File: src/rtl/hrd_arb_pkg.sv
// Shared constants and helpers for the HRD piece-data source arbiter.
package hrd_arb_pkg;

   localparam int N_SRC  = 6;
   localparam int SEL_W  = 3;
   localparam int DATA_W = 5;

   localparam logic [1:0] ST_IDLE = 2'd0;
   localparam logic [1:0] ST_CAPT = 2'd1;
   localparam logic [1:0] ST_HOLD = 2'd2;

   // Source index to one-hot request/grant vector.
   function automatic logic [N_SRC-1:0] onehot(input logic [SEL_W-1:0] idx);
      onehot = N_SRC'(1) << idx;
   endfunction

endpackage

File: src/rtl/rr_pick6.sv
// Rotating-priority picker: first set request bit after 'last', wrapping 5->0.
module rr_pick6
   import hrd_arb_pkg::*;
(
   input  logic [N_SRC-1:0] req,
   input  logic [SEL_W-1:0] last,
   output logic [SEL_W-1:0] winner,
   output logic             found
);

   logic [SEL_W:0] cand;

   // Scan candidates last+1 .. last+N_SRC (mod N_SRC); the earliest set bit wins.
   always_comb begin
      winner = '0;
      found  = 1'b0;
      cand   = '0;
      for (int k = 1; k <= N_SRC; k++) begin
         cand = {1'b0, last} + (SEL_W+1)'(k);
         if (cand >= (SEL_W+1)'(N_SRC))
            cand = cand - (SEL_W+1)'(N_SRC);
         if (!found && req[cand[SEL_W-1:0]]) begin
            found  = 1'b1;
            winner = cand[SEL_W-1:0];
         end
      end
   end

endmodule

File: src/rtl/hrd_src_arbiter.sv
// Round-robin arbiter and capture controller for the 6-source piece-data mux.
// One transfer at a time: grant (sel/gnt), capture mux output, hold until accepted.
module hrd_src_arbiter
   import hrd_arb_pkg::*;
(
   input  logic              clk,
   input  logic              rst_n,
   input  logic [N_SRC-1:0]  req,
   input  logic [DATA_W-1:0] din,
   output logic [SEL_W-1:0]  sel,
   output logic [N_SRC-1:0]  gnt,
   output logic [N_SRC-1:0]  ack,
   output logic [DATA_W-1:0] dout,
   output logic              dout_valid,
   input  logic              dout_ready
);

   logic [1:0]       state;
   logic [1:0]       state_nxt;
   logic [SEL_W-1:0] last;
   logic [SEL_W-1:0] pick;
   logic             found;
   logic             do_grant;
   logic             do_capt;
   logic             do_accept;

   rr_pick6 u_pick (
      .req    (req),
      .last   (last),
      .winner (pick),
      .found  (found)
   );

   // State register.
   always_ff @(posedge clk) begin
      if (!rst_n)
         state <= ST_IDLE;
      else
         state <= state_nxt;
   end

   // Next-state logic; the unused encoding falls back to IDLE.
   always_comb begin
      state_nxt = state;
      case (state)
         ST_IDLE: if (found) state_nxt = ST_CAPT;
         ST_CAPT: state_nxt = ST_HOLD;
         ST_HOLD: if (dout_valid && dout_ready) state_nxt = ST_IDLE;
         default: state_nxt = ST_IDLE;
      endcase
   end

   // Per-state load strobes for the registered outputs.
   always_comb begin
      do_grant  = (state == ST_IDLE) && found;
      do_capt   = (state == ST_CAPT);
      do_accept = (state == ST_HOLD) && dout_valid && dout_ready;
   end

   // Output and arbitration-history registers. The mux has had a full cycle
   // on the registered sel by the time CAPT samples din. ack mirrors gnt for
   // the single cycle following capture.
   always_ff @(posedge clk) begin
      if (!rst_n) begin
         sel        <= '0;
         gnt        <= '0;
         ack        <= '0;
         dout       <= '0;
         dout_valid <= 1'b0;
         last       <= SEL_W'(N_SRC-1);
      end else begin
         ack <= do_capt ? gnt : '0;
         if (do_grant) begin
            sel <= pick;
            gnt <= onehot(pick);
         end
         if (do_capt) begin
            dout       <= din;
            dout_valid <= 1'b1;
         end
         if (do_accept) begin
            dout_valid <= 1'b0;
            gnt        <= '0;
            last       <= sel;
         end
      end
   end

endmodule

File: config.mk
export PLATFORM = sky130hd
export DESIGN_NAME = hrd_src_arbiter
export DESIGN_NICKNAME = d
export VERILOG_FILES = /design/src/rtl/hrd_arb_pkg.sv /design/src/rtl/rr_pick6.sv /design/src/rtl/hrd_src_arbiter.sv
export SDC_FILE = /design/constraint.sdc
export NUM_CORES = 1
export LEC_CHECK = 0
export CORE_MARGIN = 3
export CORE_UTILIZATION = 35
export CTS_BUF_LIST = sky130_fd_sc_hd__clkbuf_4
export DETAILED_ROUTE_END_ITERATION = 7
export GPL_ROUTABILITY_DRIVEN = 0
export SETUP_SLACK_MARGIN = 0.4
export SYNTH_ARGS = -nofsm -noshare
export SYNTH_HDL_FRONTEND = slang
export SYNTH_HIERARCHICAL = 1
export SYNTH_SLANG_ARGS = --single-unit
File: constraint.sdc
create_clock -name clk -period 4.96 [get_ports clk]
set_input_delay 0.992 -clock clk [delete_from_list [all_inputs] [get_ports clk]]
set_output_delay 0.992 -clock clk [all_outputs]
set_load 0.02 [all_outputs]
; Word level (Yosys, flattened, before mapping)
; Index checks and enable logic that the tools add are counted.
; W data, S select, Z words.
[classes]
addsub = 12
multipliers = 0
div = 0
order_cmp = 12
n_eq_ne = 4
n_shift = 1
muxes = 33
bitwise = 1
n_reduce_logical = 18
[op_table]
columns = cell, n
row1 = $mux W3, 12
row2 = $ge A4 B3 Y1 const B, 6
row3 = $lt A3 B4 Y1 const B, 6
row4 = $bmux W1 S3, 6
row5 = $sub A3 B3 Y3 const B, 6
row6 = $add A3 B3 Y4 const B, 3
row7 = $mux W1, 12
row8 = $logic_and A1 B1 Y1, 9
row9 = $add A3 B2 Y4 const B, 2
row10 = $pmux W2 S3, 1
row11 = $shl A1 B3 Y6 const A, 1
row12 = $logic_not A1 Y1, 5
row13 = $add A3 B1 Y4 const B, 1
row14 = $mux W2, 2
row15 = $ne A2 B2 Y1 const B, 2
row16 = $reduce_and A2 Y1, 2
row17 = $eq A2 B1 Y1 const B, 1
row18 = $eq A2 B2 Y1 const B, 1
row19 = $logic_not A2 Y1, 1
row20 = $reduce_or A2 Y1, 1
row21 = $not A1 Y1, 1
[totals]
regBits = 26
latchBits = 0
ramBits = 0
romBits = 0
input_bits = 14
output_inout_bits = 21
word_cells = 88
mem_count = 0

; Longest topological paths before layout
[logic_depth]
word_depth = 23
depth_mapped = 16
mapped_depth_nobuf = 12

; Hierarchy
; The synthesis kept the hierarchy.
[by_module_without_submodules]
columns = module, n_inst, cells_each, area_per_inst_um2, seq_area_each_um2
row1 = rr_pick6, 1, 130, 950.9, 0.0
row2 = hrd_src_arbiter, 1, 97, 924.6, 520.5

; Worst setup path before layout
; Ideal clock, no wire load.
[synth_timing]
kind = register -> register
start = register last[1]
end = register gnt[4]
setup_ns = 0.071
arrival_ns = 3.727
required_time_ns = 4.889
setup_slack_ns = 1.162
stages_incl_launch_ff = 13
path_buffers = 1
period_less_slack_ns = 3.798
path_cell_list = dfxtp_1 > inv_2 > ha_1 > buf_2 > a211oi_1 > xnor2_2 > mux2_1 > o22ai_1 > or3_4 > or4_1 > a31oi_1 > or4b_1 > a21oi_1
[synth_via]
elab_chain_cells = 22
word_cells_on_any_way = 60
classes_between = add/sub: 12 / order compare: 6 / shift: 1 / mux: 30 / reduce/logical: 11
[synth_lines]
columns = element, line
row1 = from (decl), hrd_src_arbiter.sv:20  ; logic [SEL_W-1:0] last;
row2 = from (signal assigned), hrd_src_arbiter.sv:70  ; last <= SEL_W'(N_SRC-1);
row3 = from (signal assigned), hrd_src_arbiter.sv:84  ; last <= sel;
row4 = $add A3 B1 Y4, rr_pick6.sv:19  ; cand = {1'b0, last} + (SEL_W+1)'(k);
row5 = $ge A4 B3 Y1 / $sub A3 B3 Y3 (equally long branches), "rr_pick6.sv:20, rr_pick6.sv:21"
row6 = $mux W3, rr_pick6.sv:20  ; if (cand >= (SEL_W+1)'(N_SRC))
row7 = $bmux W1 S3, rr_pick6.sv:22  ; if (!found && req[cand[SEL_W-1:0]]) begin
row8 = $mux W1 (implied by the code), rr_pick6.sv:22
row9 = $mux W1, rr_pick6.sv:22
row10 = $logic_not A1 Y1, rr_pick6.sv:22
row11 = $logic_and A1 B1 Y1, rr_pick6.sv:22
row12 = [7 not listed], -
row13 = $logic_not A1 Y1, rr_pick6.sv:22
row14 = $logic_and A1 B1 Y1, rr_pick6.sv:22
row15 = $mux W1, rr_pick6.sv:22
row16 = $logic_not A1 Y1, rr_pick6.sv:22
row17 = $logic_and A1 B1 Y1, rr_pick6.sv:22
row18 = $mux W3 *, rr_pick6.sv:22
row19 = net pick[2], hrd_src_arbiter.sv:21  ; logic [SEL_W-1:0] pick;
row20 = $shl A1 B3 Y6 *, hrd_arb_pkg.sv:14  ; onehot = N_SRC'(1) << idx;
row21 = to (signal assigned), hrd_src_arbiter.sv:75  ; gnt <= onehot(pick);
row22 = to (decl), hrd_src_arbiter.sv:11  ; output logic [N_SRC-1:0] gnt,
; The timed path passes the listed nets; every way through them passes the cells marked *. The select of a mux whose other input is x is not followed.
; A chain may end at the register's enable or synchronous reset.

; Worst setup path in the final report
[layout_timing]
start = input port req[2]
end = register gnt[4]
[layout_via]
elab_chain_cells = 19
word_cells_on_any_way = 36
classes_between = shift: 1 / mux: 24 / reduce/logical: 11
[layout_lines]
columns = element, line
row1 = from (decl), hrd_src_arbiter.sv:8  ; input logic [N_SRC-1:0] req,
row2 = $bmux W1 S3, rr_pick6.sv:22
row3 = $mux W1 (implied by the code), rr_pick6.sv:22
row4 = $mux W1, rr_pick6.sv:22
row5 = $logic_not A1 Y1, rr_pick6.sv:22
row6 = $logic_and A1 B1 Y1, rr_pick6.sv:22
row7 = $mux W1, rr_pick6.sv:22
row8 = $logic_not A1 Y1, rr_pick6.sv:22
row9 = $logic_and A1 B1 Y1, rr_pick6.sv:22
row10 = [4 not listed], -
row11 = $logic_not A1 Y1, rr_pick6.sv:22
row12 = $logic_and A1 B1 Y1, rr_pick6.sv:22
row13 = $mux W1, rr_pick6.sv:22
row14 = $logic_not A1 Y1, rr_pick6.sv:22
row15 = $logic_and A1 B1 Y1, rr_pick6.sv:22
row16 = $mux W3 *, rr_pick6.sv:22
row17 = net pick[2], hrd_src_arbiter.sv:21
row18 = $shl A1 B3 Y6 *, hrd_arb_pkg.sv:14
; Marks and branches as above.

==> results.md <==
* Result of the run: finished, final reports clean
* Area of the core at 5140 µm²
* Fraction of synthesis flops using an asynchronous set or reset pin at 0%
* Tightest Hold Check Type: reg -> reg
* H-tree depth reported by CTS at 1
* Count of state elements after synthesis at 26
* Placed cells at 322
* Count of filler cells inserted in the layout at roughly 560
* Number of synthesized flops with an enable pin at 0
* Power per cell area at 224 nW/µm²
* Overall Global Routing Usage at 14.0%
* Maximum clock skew at final layout at 0.00874 ns
* Final Cell Area at 2310 µm²
* Post-synth top area cell: dfxtp_1
* Area delta synth->final at 23.1%
* Hold Violations, Final at 0
* Number of antenna diodes at 0
* Reg2Reg Setup Slack at 0.93 ns
* Worst setup slack before clock tree synthesis at between 0.5 and 0.6 ns
* Drt pass-1 iters at 5
* Maximum ir drop on the vdd rail at about 0.13 mV
* Cts hold-fix bufs at 0
* Number of antenna violations at the first check in global routing at 0
* Length in cells of the worst reg-to-reg path at 11
* Area fraction of the dominant cell type after synthesis at between 20% and 30%
* Critical Path AT at between 4 and 5 ns
* Width of the chip at ~80 µm
* Share of synthesized area occupied by flip-flops and latches at approximately 28%
* CTS sink cnt at 26
* Startpoint type of the worst setup path: input pin
* Placement row count at 26
* Maximum clock frequency at approximately 0.24 GHz
* Setup violations, final at 0
* PnR worst setup slack at about 0.87 ns
* Nets at 282
* Worst slew margin relative to its limit at 48.8%
* Most common library cells after synthesis: nand2_1, dfxtp_1, nor2_1
* Final critical path time including I/O delays and setup at approximately 4 ns
* Die Y-Extent at 79.2 µm
* Wire length of the first global-routing pass at between 7000 and 8000 µm
* Violation count after the first detailed-route iteration at 90
* Pin count of the biggest net entering global routing at 21
* Post-synthesis instance total at 227
* Share of the cycle needed by the critical path after routing at ~82%
* Number of distinct library cell variants in the gate-level netlist after synthesis at 60
* Overall routed net length at around 4200 µm
* HPWL after DPL at ~3300 µm
* Vias/cell at about 5.2
* Hold path cells at 2
* Max Fanout on Critical Path at 7
* Max-Cap Viols at 0
* Critical setup path kind: in -> reg
* TritonCTS clock tree: built
* Capturing element type of the critical path: register
* WL per Instance at 12.9 µm
* Leak at approximately 0.91 nW
* Via count at between 1500 and 2000
* Cell with the most instances after synthesis: nand2_1
* Required @ worst endpoint at 5.22 ns
* Synthesized netlist net count at 252
* Post-Synthesis Mean Instance Area at slightly above 8 µm²
* Initial Util at between 30% and 40%
* Total power consumption of the routed design at between 0.5 and 0.6 mW
* Placement-stage cell area at ~2300 µm²
* Total CTS buffers at 3
* Clock transition at the registers of the reported paths at approximately 0.13 ns
* Worst skew pair latency at ~0.32 ns
* Cell types occupying the most area after synthesis: dfxtp_1, ha_1, nand2_1
* Smallest hold slack at approximately 0.46 ns
* Number of placed I/O pins at 35
* Vias in the first global route at 1577
* CTS root buf: clkbuf_4
* Final sum of negative setup slack at 0 ns
* Die area at between 6000 and 7000 µm²
* DRC errors left at 0
* Max Buffers Root-to-Sink at 2
* Number of port buffers at 34
* Count of final max-slew check failures at 0
* Number of cells in the finished layout apart from fillers at between 300 and 400
* Antenna Nets Post-Route at 0
* Yosys Warn Count at 6
* Main flop type after synthesis: dfxtp_1
* RSZ-0062 raised after global routing: no
* Post-Route Utilization at 44.9%
* Sum of overflow across all layers after global routing at 0
* Ratio of cells with drive above 1 in the final layout at approximately 7.0%
* Area of the mapped netlist at 1880 µm²
* Slew at the pin with the worst max-slew slack at 0.766 ns
cells by family after synthesis:
logic type / count (synthesis) / share of synthesized area [%]
xor+xnor: 7 / 4.07
compound gates: 54 / 19.3
flops: 26 / 27.8
fa+ha+maj: 11 / 7.34
mux: 13 / 8.61
simple gates: 101 / 28.7
buf+inv: 15 / 4.20
cell type report:
type                            instances  area, µm²  area share [%]
Sequential cell                        26        522            22.6
Clock buffer                            3       22.5           0.976
Inverter                                4       15.0           0.650
Timing Repair Buffer                   36        355            15.4
Multi-Input combinational cell        186       1280            55.3
Clock inverter                          1       30.0            1.30
Tap cell                               70       87.6            3.79
critical path, cell delays in order:
cell and delay, ns:
clkdlybuf4s50_1 0.46, mux2i_1 0.36, nor2_1 0.15, a221oi_2 0.32
nand2b_2 0.16, or3_4 0.41, or4_1 0.50, a31oi_1 0.39
or4b_1 0.47, a21oi_1 0.14
final timing paths:
check / start / end
worst max-delay path: req[2] / gnt[4]
worst min register to register: dout[3] / dout[3]
worst min-delay path: dout[3] / dout[3]
worst max register to register: last[1] / gnt[4]
timing repair:
item | 4_1_cts | 5_1_grt
gates resized for setup | 0 | 1
setup buffers | 0 | 0
setup endpoints to repair | 0 | 1
endpoints found under the hold margin | 0 | 0
metal layers:
metal	global-route usage [%]	vias up	share of wire [%]
li1	-	883	-
met1	19.1	783	49
met2	23.0	43	46
met3	2.49	2	5.2
met4	2.92	0	0.59
met5	0	-	0
report_power, final:
part / switching (mW) / total [mW] / internal [mW]
registers: 0.0105 / 0.233 / 0.223
logic: 0.0797 / 0.144 / 0.0645
clock network: 0.0589 / 0.141 / 0.0817
layout by cell type, fill, tap and decap left out, types with 2 or more instances in the layout:
cell type,instances
nand2_1,34
clkdlybuf4s50_1,34
dfxtp_1,25
nor2_1,15
a21oi_1,14
ha_1,11
mux2i_1,8
o21ai_0,8
nor3_1,8
a21boi_0,6
and3_1,6
nand3_1,5
nor2b_1,4
nand2b_1,4
nand4b_1,3
a21boi_1,3
clkbuf_4,3
inv_1,3
a31oi_1,3
o22ai_1,3
xnor2_1,3
and2_1,2
or3b_1,2
nand3b_1,2
or4b_1,2
buf_4,2
and3b_1,2
o211ai_1,2
a211oi_1,2
xnor2_2,2
xor2_1,2
or3_1,2
o21a_1,2
or4_1,2
a32oi_1,2
state kept, by name, indices dropped and copies added, names as in the netlist:
name,count
last,3
sel,3
dout_valid,1
dout,5
gnt,6
ack,6
state,2
(Power assumes the default switching activity.)
